[src/rtl/mac_arbiter_if.sv]
// Client request/operand/result signals plus the shared-MAC port of the two-client
// MAC arbiter. The master side is the clients and the external MAC together.
interface mac_arbiter_if #(
    parameter int DATA_W = 8,
    parameter int ACC_W  = 19,
    parameter int LEN_W  = 4
);
    logic                     req0;
    logic                     req1;
    logic        [LEN_W-1:0]  len0;
    logic        [LEN_W-1:0]  len1;
    logic signed [DATA_W-1:0] a0;
    logic signed [DATA_W-1:0] b0;
    logic signed [DATA_W-1:0] a1;
    logic signed [DATA_W-1:0] b1;
    logic                     gnt0;
    logic                     gnt1;
    logic                     ack0;
    logic                     ack1;
    logic                     rdy0;
    logic                     rdy1;
    logic signed [ACC_W-1:0]  result;
    logic signed [DATA_W-1:0] mac_a;
    logic signed [DATA_W-1:0] mac_b;
    logic                     mac_clr;
    logic signed [ACC_W-1:0]  mac_out;
    logic                     busy;

    modport slave (
        input  req0, req1, len0, len1, a0, b0, a1, b1, mac_out,
        output gnt0, gnt1, ack0, ack1, rdy0, rdy1, result, mac_a, mac_b, mac_clr, busy
    );

    modport master (
        output req0, req1, len0, len1, a0, b0, a1, b1, mac_out,
        input  gnt0, gnt1, ack0, ack1, rdy0, rdy1, result, mac_a, mac_b, mac_clr, busy
    );
endinterface

[src/rtl/mac_arbiter.sv]
// Round-robin arbiter sharing one external multiply-accumulate unit between two
// clients, each requesting a signed dot product of up to 2**LEN_W-1 beats.
module mac_arbiter #(
    parameter int DATA_W = 8,
    parameter int ACC_W  = 19,
    parameter int LEN_W  = 4
) (
    input  logic         clk,
    input  logic         reset,
    mac_arbiter_if.slave bus
);
    typedef enum logic [1:0] {
        IDLE  = 2'd0,
        CLEAR = 2'd1,
        RUN   = 2'd2,
        DONE  = 2'd3
    } state_t;

    state_t                  r_state;
    logic                    r_id;
    logic                    r_lastServed;
    logic [LEN_W-1:0]        r_count;
    logic                    r_gnt0;
    logic                    r_gnt1;
    logic                    r_ack0;
    logic                    r_ack1;
    logic                    r_rdy0;
    logic                    r_rdy1;
    logic                    r_clr;
    logic                    r_busy;
    logic signed [ACC_W-1:0] r_result;

    logic                     w_anyReq;
    logic                     w_pick;
    logic signed [DATA_W-1:0] w_macA;
    logic signed [DATA_W-1:0] w_macB;

    assign w_anyReq = bus.req0 | bus.req1;
    // With both clients requesting, the one not served last wins.
    assign w_pick   = (bus.req0 & bus.req1) ? ~r_lastServed : bus.req1;

    always_ff @(posedge clk) begin
        if (reset) begin
            r_state      <= IDLE;
            r_id         <= 1'b0;
            r_lastServed <= 1'b1;
            r_count      <= '0;
            r_gnt0       <= 1'b0;
            r_gnt1       <= 1'b0;
            r_ack0       <= 1'b0;
            r_ack1       <= 1'b0;
            r_rdy0       <= 1'b0;
            r_rdy1       <= 1'b0;
            r_clr        <= 1'b0;
            r_busy       <= 1'b0;
            r_result     <= '0;
        end else begin
            r_rdy0 <= 1'b0;
            r_rdy1 <= 1'b0;
            case (r_state)
                IDLE: begin
                    if (w_anyReq) begin
                        r_id    <= w_pick;
                        r_count <= w_pick ? bus.len1 : bus.len0;
                        r_gnt0  <= ~w_pick;
                        r_gnt1  <= w_pick;
                        r_clr   <= 1'b1;
                        r_busy  <= 1'b1;
                        r_state <= CLEAR;
                    end
                end
                CLEAR: begin
                    r_clr <= 1'b0;
                    if (r_count != '0) begin
                        r_ack0  <= ~r_id;
                        r_ack1  <= r_id;
                        r_state <= RUN;
                    end else begin
                        r_state <= DONE;
                    end
                end
                RUN: begin
                    r_count <= r_count - LEN_W'(1);
                    if (r_count == LEN_W'(1)) begin
                        r_ack0  <= 1'b0;
                        r_ack1  <= 1'b0;
                        r_state <= DONE;
                    end
                end
                DONE: begin
                    // The MAC has absorbed the last beat by now, so its output is the full sum.
                    r_result     <= bus.mac_out;
                    r_rdy0       <= ~r_id;
                    r_rdy1       <= r_id;
                    r_lastServed <= r_id;
                    r_gnt0       <= 1'b0;
                    r_gnt1       <= 1'b0;
                    r_busy       <= 1'b0;
                    r_state      <= IDLE;
                end
                default: r_state <= IDLE;
            endcase
        end
    end

    // Operands pass straight through so each beat reaches the MAC in the cycle it is acked.
    assign w_macA = r_ack0 ? bus.a0 : (r_ack1 ? bus.a1 : '0);
    assign w_macB = r_ack0 ? bus.b0 : (r_ack1 ? bus.b1 : '0);

    assign bus.mac_a   = w_macA;
    assign bus.mac_b   = w_macB;
    assign bus.mac_clr = r_clr;
    assign bus.gnt0    = r_gnt0;
    assign bus.gnt1    = r_gnt1;
    assign bus.ack0    = r_ack0;
    assign bus.ack1    = r_ack1;
    assign bus.rdy0    = r_rdy0;
    assign bus.rdy1    = r_rdy1;
    assign bus.result  = r_result;
    assign bus.busy    = r_busy;
endmodule

[src/flat_wrapper.sv]
// flat-port wrapper written by rule: the top's interface ports become plain ports
module mac_arbiter_flat 
#(
    parameter int DATA_W = 8,
    parameter int ACC_W  = 19,
    parameter int LEN_W  = 4
)
  (clk, reset, bus_req0, bus_req1, bus_len0, bus_len1, bus_a0, bus_b0, bus_a1, bus_b1, bus_mac_out, bus_gnt0, bus_gnt1, bus_ack0, bus_ack1, bus_rdy0, bus_rdy1, bus_result, bus_mac_a, bus_mac_b, bus_mac_clr, bus_busy);
  mac_arbiter_if #(.DATA_W(DATA_W), .ACC_W(ACC_W), .LEN_W(LEN_W)) bus_i ();
  input  logic clk;
  input  logic reset;
  input wire logic [$bits(bus_i.req0)-1:0] bus_req0;
  input wire logic [$bits(bus_i.req1)-1:0] bus_req1;
  input wire logic [$bits(bus_i.len0)-1:0] bus_len0;
  input wire logic [$bits(bus_i.len1)-1:0] bus_len1;
  input wire logic [$bits(bus_i.a0)-1:0] bus_a0;
  input wire logic [$bits(bus_i.b0)-1:0] bus_b0;
  input wire logic [$bits(bus_i.a1)-1:0] bus_a1;
  input wire logic [$bits(bus_i.b1)-1:0] bus_b1;
  input wire logic [$bits(bus_i.mac_out)-1:0] bus_mac_out;
  output wire logic [$bits(bus_i.gnt0)-1:0] bus_gnt0;
  output wire logic [$bits(bus_i.gnt1)-1:0] bus_gnt1;
  output wire logic [$bits(bus_i.ack0)-1:0] bus_ack0;
  output wire logic [$bits(bus_i.ack1)-1:0] bus_ack1;
  output wire logic [$bits(bus_i.rdy0)-1:0] bus_rdy0;
  output wire logic [$bits(bus_i.rdy1)-1:0] bus_rdy1;
  output wire logic [$bits(bus_i.result)-1:0] bus_result;
  output wire logic [$bits(bus_i.mac_a)-1:0] bus_mac_a;
  output wire logic [$bits(bus_i.mac_b)-1:0] bus_mac_b;
  output wire logic [$bits(bus_i.mac_clr)-1:0] bus_mac_clr;
  output wire logic [$bits(bus_i.busy)-1:0] bus_busy;
  assign bus_i.req0 = bus_req0;
  assign bus_i.req1 = bus_req1;
  assign bus_i.len0 = bus_len0;
  assign bus_i.len1 = bus_len1;
  assign bus_i.a0 = bus_a0;
  assign bus_i.b0 = bus_b0;
  assign bus_i.a1 = bus_a1;
  assign bus_i.b1 = bus_b1;
  assign bus_i.mac_out = bus_mac_out;
  assign bus_gnt0 = bus_i.gnt0;
  assign bus_gnt1 = bus_i.gnt1;
  assign bus_ack0 = bus_i.ack0;
  assign bus_ack1 = bus_i.ack1;
  assign bus_rdy0 = bus_i.rdy0;
  assign bus_rdy1 = bus_i.rdy1;
  assign bus_result = bus_i.result;
  assign bus_mac_a = bus_i.mac_a;
  assign bus_mac_b = bus_i.mac_b;
  assign bus_mac_clr = bus_i.mac_clr;
  assign bus_busy = bus_i.busy;
  mac_arbiter #(.DATA_W(DATA_W), .ACC_W(ACC_W), .LEN_W(LEN_W)) u_core (.clk(clk), .reset(reset), .bus(bus_i));
endmodule
[config.mk]
export PLATFORM = sky130hd
export DESIGN_NAME = mac_arbiter_flat
export DESIGN_NICKNAME = d
export VERILOG_FILES = /design/src/rtl/mac_arbiter_if.sv /design/src/rtl/mac_arbiter.sv /design/src/flat_wrapper.sv
export SDC_FILE = /design/constraint.sdc
export NUM_CORES = 1
export LEC_CHECK = 0
export ABC_AREA = 1
export BUFFER_PORTS_ARGS = -buffer_cell sky130_fd_sc_hd__buf_2
export CORE_ASPECT_RATIO = 1.1
export CORE_MARGIN = 2
export CORE_UTILIZATION = 46
export DETAILED_ROUTE_END_ITERATION = 10
export PLACE_DENSITY = 0.95
export SYNTH_ARGS = -nofsm -noshare
export SYNTH_HDL_FRONTEND = slang
export SYNTH_SLANG_ARGS = --single-unit
[constraint.sdc]
create_clock -name clk -period 3.48 [get_ports clk]
set_input_delay 0.348 -clock clk [delete_from_list [all_inputs] [get_ports clk]]
set_output_delay 0.348 -clock clk [all_outputs]
set_load 0.05 [all_outputs]
Word level (Yosys, flattened, before mapping). Cells that the tools add are included.

Logic and storage cells: 64. Output and inout bits: 43. Register bits after elaboration: 35. Input port bits: 63.

Equality and inequality tests: 7. Reduce and logical (&&, ||, !) cells: 13. Bitwise gates (word level): 6. Add/sub/neg operators: 1. Muxes and demuxes: 24.

Operator list (count): $mux 8 (4); $pmux 1 s2 (6); $reduce_and 2->1 (5); $mux 1 (8); $mux 4 (2); $pmux 2 s4 (1); $pmux 4 s2 (1); $reduce_bool 2->1 (4); $ne 2x1->1 const B (3); $eq 2x2->1 const B (2); $eq 4x1->1 const B (1); $mux 2 (2); $not 1->1 (4); $reduce_bool 4->1 (1); $sub 4x1->4 const B (1); $reduce_and 3->1 (1); $eq 2x1->1 const B (1); $logic_not 2->1 (1); $reduce_or 2->1 (1); $and 1x1->1 (1); $or 1x1->1 (1).

Logic depth before layout (Yosys ltp).
Depth after elaboration: 5. Gate-level depth with buffers: 9. Mapped depth without buffers: 9.

Worst setup path after synthesis. Ideal clock, no wire load.

Path type: register to output. Start: reg u_core.r_ack0, in the netlist u_core.bus.ack0. End: out bus_mac_a[0]. Buffers on the path: 2. Arrival time: 1.564 ns. Setup slack: 1.568 ns. Stages on the path, launching flop included: 5. Data required time: 3.132 ns. Cells stage by stage: dfxtp_1 buf_2 clkbuf_1 nand2_1 nand2_1.

Cells in the longest elaborated chain, start to end: 1.

Ends and longest elaborated chain: start: declaration (line mac_arbiter.sv:25) `logic r_ack0;`; start signal: assignment (line mac_arbiter.sv:75) `r_ack0 <= ~r_id;`; $mux 8 (line mac_arbiter.sv:107) `assign w_macA = r_ack0 ? bus.a0 : (r_ack1 ? bus.a1 : '0);`; end: declaration (line flat_wrapper.sv:28) `output wire logic [$bits(bus_i.mac_a)-1:0] bus_mac_a;`.

Every way passes these cells.

Final worst setup path.
Start: reg u_core.r_ack0, in the netlist u_core.bus.ack0. End: out bus_mac_b[1].

Cells in the longest elaborated chain, start to end: 1.

Ends and longest elaborated chain: $mux 8 (line mac_arbiter.sv:108) `assign w_macB = r_ack0 ? bus.b0 : (r_ack1 ? bus.b1 : '0);`; end: declaration (line flat_wrapper.sv:29) `output wire logic [$bits(bus_i.mac_b)-1:0] bus_mac_b;`.

Every way passes these cells.

==> qor.csv <==
metric;value;unit
final setup fails;0;
final worst slack;1.30;ns
Tmin final;2.18;ns
Yosys reg bits;35;
Mapped Cells;262;
Post-DP HPWL;3.51;mm
period utilization;0.627;
xor/xnor share of the synthesized area;0;
max reg flops;19;
IO Pins;106;
IO buf count;105;
largest net degree at the start of global routing;24;
critical path class;reg -> out;
postcts setup bufs;0;
CTS Hold Bufs;0;
setup tns final;0;ns
Root Driver;clkbuf_8;
fill count;322;
fraction of layout cells with a size suffix above 1;0.329;
hold_ws;0.287;ns
Mapped Area;1760;um^2
power per cell area;816;nW/um^2
post-layout util;0.651;
placed cell area;2290;um^2
Total GRT Usage;0.221;
vias in the first global route;1914;
most common cell after layout, fill and taps aside;buf_2;
Yosys warning total;0;
Switching Power;994;uW
CTS H-Tree Depth;2;
DRC violations left;0;
commonest non-fill, non-tap cells in the layout;buf_2 (105), nand2_1 (61), nor2_1 (47);
CTS resizes;0;
drt wl/cell;11.3;um
clock slew at reported path FFs;0.07;ns
RSZ-0062 raised after global routing;false;
DP Cell Count;405;
Reg power frac;0.302;
VDD IR max;0.426;mV
CP endpoint kind;output port;
Non-Filler Instances;412;
fin nets;432;
# Max-Cap Violations;0;
initial core utilization;0.480;
Detailed Route Iter0 Violations;63;
Adder-Cell Fraction of Synth Area;0.0499;
first-pass GRT wire length;7.65;mm
# rows;23;
post-route cell area;2380;um^2
final hold vios;0;
CP Max Fanout;19;
clk_skew;0.00344;ns
Critical Path, Cell by Cell;inv_1 -> nand3_1 -> nand2_1 -> buf_2;
Compound-Gate Fraction of Synth Area;0.117;
Leak Pwr;1.37;nW
Synth cell types;22;
max_slew headroom;0.560;
detailed-route wire length;4.65;mm
clock sinks;35;
Die X;62.9;um
full die area;4330;um^2
outcome;finished, final reports clean;
required time of the critical path;3.13;ns
Crit path largest cell delay;0.71;ns
mux contribution to synthesized area;0;
Simple-Gate Fraction of Synth Area;0.359;
CTS buffer count;5;
Syn Area/Cell;6.70;um^2
critical path arrival;1.84;ns
Worst Hold Class;in -> reg;
vias;2028;
syn nets;332;
largest family of logic cells by synthesized area;simple AND/OR/NAND/NOR gates;
Total Power;1.94;mW
gr ovfl total;0;
DR vias/cell;4.92;
Sw Ratio;0.511;
chip height;68.8;um
Place WS;1.55;ns
Int Pwr;950;uW
Max Fclk;0.458;GHz
Clock Tree Buf Depth;2;
Placeable Area;3650;um^2
Final Max Tran Viols;0;
TritonCTS clock tree;done;
Antenna Cells;0;
crit path max-delay cell type;dfxtp_1;
Combinational Power Share;0.548;
worst-margin pin slew;0.660;ns
drt first pass iters;4;
CP Launch Type;flip-flop;
Clk pwr share;0.150;
placer congestion estimate;0.819;
antenna viol nets, final;0;
sequential element share of the synthesized area;0.399;
Worst-Skew Late Latency;0.28;ns
initial antenna violation count;0;
Area growth syn-to-layout;35.6;%
## cell families after synthesis
group	after synthesis
AND/OR/NAND/NOR	148
AO/OA/AOI/OAI	38
flip-flops	35
buffers and inverters	34
adder cells (fa/ha/maj)	7
## routing by layer
layer	part of all wire	vias up	global-route usage
met2	0.51	87	0.430
met1	0.39	898	0.221
met3	0.085	8	0.0682
met4	0.018	0	0.0944
met5	0	-	0
li1	-	1035	-
## synth_stat cells (all sizes together)
library cell  count  area share
ha                7       0.050
inv              22       0.047
nor2             48        0.10
dfxtp            35        0.40
clkbuf            7       0.015
a21oi            14       0.042
nor3              1      0.0028
o21ai            21       0.062
nand4             2      0.0071
o21bai            1      0.0043
buf               5       0.014
nand3            34        0.10
o211ai            2      0.0086
nand2            63        0.14
## power groups by stage
stage,sequential (mW),combinational (mW),clock (mW)
CTS,0.586,1.07,0.302
global route,0.604,1.17,0.316
detailed placement,0.593,1.06,0
global placement,0.588,1.03,0
floorplan,0.792,0.624,0
finish,0.587,1.06,0.292
## critical path, delay by kind of cell, from the launching register on
| family | cells | cell delay, ns |
|---|---|---|
| buffers and inverters | 2 | 0.61 |
| DFF | 1 | 0.71 |
| and+or+nand+nor | 2 | 0.23 |
## path summary, 6_finish.rpt
path	slack [ns]	from	depth (start not counted)	endpoint
worst max-delay path	1.30	u_core.bus.ack0	4	bus_mac_b[1]
worst max register to register	1.54	u_core.r_state[0]	4	u_core.bus.gnt0
worst min-delay path	0.29	bus_mac_out[17]	3	u_core.bus.result[17]
worst min register to register	0.50	u_core.bus.gnt1	2	u_core.bus.gnt1
## final cells by class
cell class / count / area, um^2 / share of cell area
repair buffers: 105 / 526 / 0.221
well taps: 50 / 62.6 / 0.0263
clock buffers: 6 / 82.6 / 0.0347
multi-input cells: 193 / 922 / 0.387
inverters: 22 / 82.6 / 0.0347
clock inverters: 1 / 5.00 / 0.00210
flip-flops and latches: 35 / 701 / 0.294
Power figures use the tool's default switching activity.
